--- src/rtl/sargantana_icache_refill_writer.sv ---
// Refill writer for the I-cache way SRAMs: takes one miss, gathers the refill
// line from fixed-width beats, then writes the assembled set word into the
// victim way. Fetch reads share the SRAM port and win over the pending write
// for at most MAX_STALL consecutive cycles.
module sargantana_icache_refill_writer #(
  parameter int SET_WIDHT  = 256,
  parameter int ADDR_WIDHT = 6,
  parameter int BEAT_WIDTH = 64,
  parameter int NUM_WAYS   = 4,
  parameter int MAX_STALL  = 4
) (
  input  logic                  clk_i,
  input  logic                  rst_i,
  input  logic                  miss_valid_i,
  output logic                  miss_ready_o,
  input  logic [ADDR_WIDHT-1:0] miss_idx_i,
  input  logic [NUM_WAYS-1:0]   miss_way_i,
  input  logic                  beat_valid_i,
  output logic                  beat_ready_o,
  input  logic [BEAT_WIDTH-1:0] beat_data_i,
  input  logic                  beat_err_i,
  input  logic                  rd_req_i,
  input  logic [ADDR_WIDHT-1:0] rd_idx_i,
  output logic                  rd_gnt_o,
  output logic [NUM_WAYS-1:0]   way_req_o,
  output logic                  way_we_o,
  output logic [ADDR_WIDHT-1:0] way_addr_o,
  output logic [SET_WIDHT-1:0]  way_data_o,
  output logic                  busy_o,
  output logic                  done_o,
  output logic                  err_o
);

  localparam int NBEATS  = SET_WIDHT / BEAT_WIDTH;
  localparam int CNT_W   = (NBEATS > 1) ? $clog2(NBEATS) : 1;
  localparam int STALL_W = $clog2(MAX_STALL + 1);

  typedef enum logic [1:0] {
    ST_IDLE  = 2'd0,
    ST_FILL  = 2'd1,
    ST_WRITE = 2'd2
  } state_e;

  state_e                r_state;
  state_e                w_state_next;
  logic [CNT_W-1:0]      r_cnt;
  logic [STALL_W-1:0]    r_stall;
  logic                  r_err_flag;
  logic                  r_err_pulse;
  logic [ADDR_WIDHT-1:0] r_idx;
  logic [NUM_WAYS-1:0]   r_way;
  logic [SET_WIDHT-1:0]  r_buf;

  logic w_miss_hs;
  logic w_beat_hs;
  logic w_last_beat;
  logic w_err_now;
  logic w_stall;
  logic w_issue;

  // Handshake qualifiers and the write-versus-read arbitration decision.
  always_comb begin
    w_miss_hs   = miss_valid_i && (r_state == ST_IDLE);
    w_beat_hs   = beat_valid_i && (r_state == ST_FILL);
    w_last_beat = (r_cnt == CNT_W'(NBEATS - 1));
    w_err_now   = r_err_flag | beat_err_i;
    w_stall     = rd_req_i && (r_stall < STALL_W'(MAX_STALL));
    w_issue     = (r_state == ST_WRITE) && !w_stall;
  end

  // Control state: FSM register, beat counter, stall counter, error tracking.
  always_ff @(posedge clk_i) begin
    if (rst_i) begin
      r_state     <= ST_IDLE;
      r_cnt       <= '0;
      r_stall     <= '0;
      r_err_flag  <= 1'b0;
      r_err_pulse <= 1'b0;
    end else begin
      // NOTE: all sequential state uses non-blocking assignments so every
      // register samples the pre-edge values, independent of statement order.
      r_state     <= w_state_next;
      r_err_pulse <= w_beat_hs && w_last_beat && w_err_now;
      if (w_miss_hs) begin
        r_cnt      <= '0;
        r_err_flag <= 1'b0;
      end else if (w_beat_hs) begin
        r_cnt      <= r_cnt + CNT_W'(1);
        r_err_flag <= w_err_now;
      end
      if (w_issue) begin
        r_stall <= '0;
      end else if ((r_state == ST_WRITE) && w_stall) begin
        r_stall <= r_stall + STALL_W'(1);
      end
    end
  end

  // Miss capture and line assembly; beat k lands at bits [k*BEAT_WIDTH +: BEAT_WIDTH].
  // NOTE: this datapath is deliberately left without reset: it is only consumed
  // after a miss has overwritten it, so a reset would just cost routing.
  always_ff @(posedge clk_i) begin
    if (w_miss_hs) begin
      r_idx <= miss_idx_i;
      r_way <= miss_way_i;
    end
    if (w_beat_hs) begin
      r_buf[r_cnt*BEAT_WIDTH +: BEAT_WIDTH] <= beat_data_i;
    end
  end

  // Next-state and output decode; the SRAM port follows the fetch read unless the write issues.
  always_comb begin
    // NOTE: every output gets a default before the case so no path leaves
    // one unassigned, which would otherwise infer a latch.
    w_state_next = r_state;
    miss_ready_o = 1'b0;
    beat_ready_o = 1'b0;
    rd_gnt_o     = rd_req_i;
    way_req_o    = {NUM_WAYS{rd_req_i}};
    way_we_o     = 1'b0;
    way_addr_o   = rd_idx_i;
    way_data_o   = r_buf;
    busy_o       = (r_state != ST_IDLE);
    done_o       = 1'b0;
    err_o        = r_err_pulse;

    case (r_state)
      ST_IDLE: begin
        miss_ready_o = 1'b1;
        if (miss_valid_i) w_state_next = ST_FILL;
      end
      ST_FILL: begin
        beat_ready_o = 1'b1;
        if (w_beat_hs && w_last_beat) begin
          w_state_next = w_err_now ? ST_IDLE : ST_WRITE;
        end
      end
      ST_WRITE: begin
        if (w_issue) begin
          rd_gnt_o     = 1'b0;
          way_req_o    = r_way;
          way_we_o     = 1'b1;
          way_addr_o   = r_idx;
          done_o       = 1'b1;
          w_state_next = ST_IDLE;
        end
      end
      default: w_state_next = ST_IDLE;
    endcase
  end

endmodule
--- config.mk ---
export PLATFORM = sky130hd
export DESIGN_NAME = sargantana_icache_refill_writer
export DESIGN_NICKNAME = d
export VERILOG_FILES = /design/src/rtl/sargantana_icache_refill_writer.sv
export SDC_FILE = /design/constraint.sdc
export NUM_CORES = 1
export LEC_CHECK = 0
export ABC_AREA = 1
export CORE_MARGIN = 3
export CORE_UTILIZATION = 30
export CTS_BUF_LIST = sky130_fd_sc_hd__clkbuf_4 sky130_fd_sc_hd__clkbuf_8
export DETAILED_ROUTE_END_ITERATION = 10
export GPL_TIMING_DRIVEN = 1
export PLACE_DENSITY = 0.68
export SLEW_MARGIN = 10
export SYNTH_ARGS = -nofsm -noshare
export SYNTH_HDL_FRONTEND = slang
export SYNTH_SLANG_ARGS = --single-unit
--- constraint.sdc ---
create_clock -name clk_i -period 6.3 [get_ports clk_i]
set_clock_uncertainty 0.2 [all_clocks]
set_input_delay 1.26 -clock clk_i [delete_from_list [all_inputs] [get_ports clk_i]]
set_output_delay 1.26 -clock clk_i [all_outputs]
set_load 0.1 [all_outputs]
==> impl_metrics.yaml <==
run_status:
  status: "finished clean"
routing:
  drcViolationCount: 0
  vias_per_cell: 4.56
  drt_iter0_drc: 389
  vias: 7275
  drt_pass1_iterations: 4
  drt-total-wl_um: 31300
  drt-wirelength-per-cell_um: 19.6
  drtAntennaViolNets: 0
critical_path:
  crit_fanout: 9
  cp.arrival_ps: 3620
  cp_slowest_stage_delay_ps: 1130
  worstSetupStartpointType: "input pin"
  path_class: "input pin to output pin"
  critPathSlowestCell: "clkdlybuf4s50_1"
  cp_cell_sequence: "clkdlybuf4s50_1 -> inv_1 -> nor2_1 -> inv_1 -> nand2_2 -> nand2_1 -> nand2_1 -> clkdlybuf4s50_1"
  worst_ep_required_time_ps: 4840
  crit_family: "buffers and inverters"
  path_buf_inv: 4
  cp-end-kind: "output pin"
die:
  fp-row-count: 66
  start_util: 0.309
  dieArea_um2: 36300
  die_h_um: 190
  die_w_um: 190
  io_pins: 359
  core_um2: 33000
sta:
  final-max-slew-violation-count: 0
  final.min_clock_period_ps: 5080
  finalSetupViolCount: 0
  fmax_ghz: 0.197
  hold_violations: 0
  tns_ps: 0
  tightestPinTransition_ps: 1090
  setup_ws_ps: 1220
  rsz0062_at_grt: "no"
  post-route-period-util: 0.807
  max-slew-margin-rel: 0.269
grt:
  grt_pass1_wl_um: 45800
  gr-usage-met3: 0.0550
  grt_max_degree: 65
  gr-usage-met2: 0.279
  grt.busiest_layer: "met2"
  grt_usage: 0.166
  met1_usage: 0.201
  first_global_vias: 7460
  grt_overflow: 0
  antenna_found_initial: 1
final_layout:
  drive_gt1_frac: 0.0912
  syn_to_final_growth_pct: 49.2
  nFillCells: 2943
  final_area_um2: 15200
  multi_input_area_um2: 1630
  regArea_um2: 8170
  nets: 1208
yosys:
  synth_fp_nets: 828
  synth.distinct_cells: 24
  synth-seq-cells: 275
  synth_xor_area_frac: 0
  syn_inst: 736
  syn_area_um2: 10200
  synthAdderAreaFrac: 0.00736
  synth_top_family_by_area: "simple AND/OR/NAND/NOR gates"
  synth-simple-area-share: 0.143
  ys_seq_area_frac: 0.800
  syn_avg_cell_area_um2: 13.9
  synth.area.mux_share: 0
  yosysWarnings: 0
  synth_compound_area_frac: 0.00478
clock_network:
  clockRootBuffer: "clkbuf_8"
  clk_latency_ps: 550
  cts_tree: "yes"
  clk_pin_slew_ps: 50
  cts_setup_buffers: 0
  cts.path.max_buffers: 3
  post_cts_resized: 0
  cts_hold_buffers: 0
  cts_max_level: 2
  clock_sinks: 275
  cts_buffers: 46
power:
  total_power_mw: 4.40
  vdd_ir_drop_max_mv: 0.197
  leakagePower_nw: 5.37
  powerDensity_nw_per_um2: 289
place:
  gp_congestion: 0.788
  port_buffers: 358
  dpl_cell_area_um2: 14300
  hpwl_um: 20700
  place_ws_ps: 1200
run:
  maxCapViolCount: 0
hold_path:
  hold_class: "flop to flop"
[metal layers]
metal / part of all wire / up-vias
met5: 0 / -
met4: 0.033 / 0
met3: 0.095 / 67
met2: 0.48 / 366
met1: 0.39 / 3519
li1: - / 3323
[layout make-up]
class	instances	share of cell area
antenna	1	0.000164
clock buffer	68	0.0524
clock inverter	15	0.00518
inverter	77	0.0190
multi-input combinational	347	0.107
sequential	275	0.537
tap	442	0.0363
timing repair buffer	369	0.243
[logic make-up (layout without fill, tap and decap cells)]
logic type                 count (synthesis)  count (layout)
and+or+nand+nor                          332             332
DFF                                      275             275
buffers and inverters                    114             529
AOI/OAI and AO/OA                          9               9
adders and majority gates                  6               6
other                                      0               1
[cells in the mapped netlist, drive strengths merged]
| cell | count | area share |
|---|---|---|
| clkbuf | 20 | 0.0074 |
| a211oi | 1 | 0.00074 |
| or2 | 1 | 0.00061 |
| clkinv | 1 | 0.00037 |
| nand3 | 2 | 0.00098 |
| nand4 | 1 | 0.00061 |
| a21oi | 6 | 0.0029 |
| nand2 | 55 | 0.021 |
| nor2 | 147 | 0.055 |
| nor3 | 116 | 0.057 |
| o21ai | 1 | 0.00049 |
| ha | 6 | 0.0074 |
| inv | 76 | 0.028 |
| o22ai | 1 | 0.00061 |
| nor3b | 9 | 0.0066 |
| edfxtp | 266 | 0.78 |
| nor4 | 1 | 0.00061 |
| buf | 17 | 0.0088 |
| dfxtp | 9 | 0.018 |
[sequential cells by signal, indices dropped and copies added, names as in the netlist]
register and cells:
err_o 1, r_cnt 2, r_err_flag 1, r_idx 6, r_stall 3, r_state 2
r_way 4, way_data_o 256
[power by group]
part	switching, mW	internal (mW)	total (mW)
clock network	0.709	0.816	1.52
logic	0.605	0.181	0.786
registers	0.0195	2.07	2.09
total	1.33	3.07	4.40
[layout by cell type, fill, tap and decap left out, types with 2 or more instances in the layout]
cell / n
a21oi_1: 6
buf_12: 3
nor2_1: 140
nand2_1: 48
inv_1: 72
nor2_4: 5
clkbuf_4: 22
ha_1: 6
nand2_2: 7
nor3_1: 116
inv_2: 4
dfxtp_1: 9
edfxtp_1: 266
clkinv_1: 11
inv_8: 2
buf_4: 10
nor2_2: 2
clkinv_2: 2
clkbuf_8: 46
nor3b_1: 9
clkdlybuf4s50_1: 356
[through the flow]
stage | util | hold WS (ps) | std cells
6_report | 0.461 | 253 | 1594
3_3_place_gp | 0.434 | 241 | 1509
4_1_cts | 0.460 | 256 | 1592
3_5_place_dp | 0.434 | 248 | 1509
2_1_floorplan | - | 230 | 736
5_1_grt | 0.461 | 295 | 1594
[final timing paths]
path	from	end	slack [ps]	cells past startpoint
min reg2reg	r_stall[2]	r_stall[2]	250	2
max	rd_req_i	way_req_o[2]	1220	8
max reg2reg	r_cnt[0]	way_data_o[146]	2990	6
min	r_stall[2]	r_stall[2]	250	2
[tightest hold or removal path, delay by kind of cell, from the launching register on]
kind	cells	cell delay [ps]
AO/OA/AOI/OAI	1	50
buffers and inverters	1	50
flip-flops	1	300
No activity file was read; power rests on OpenSTA's default activity.
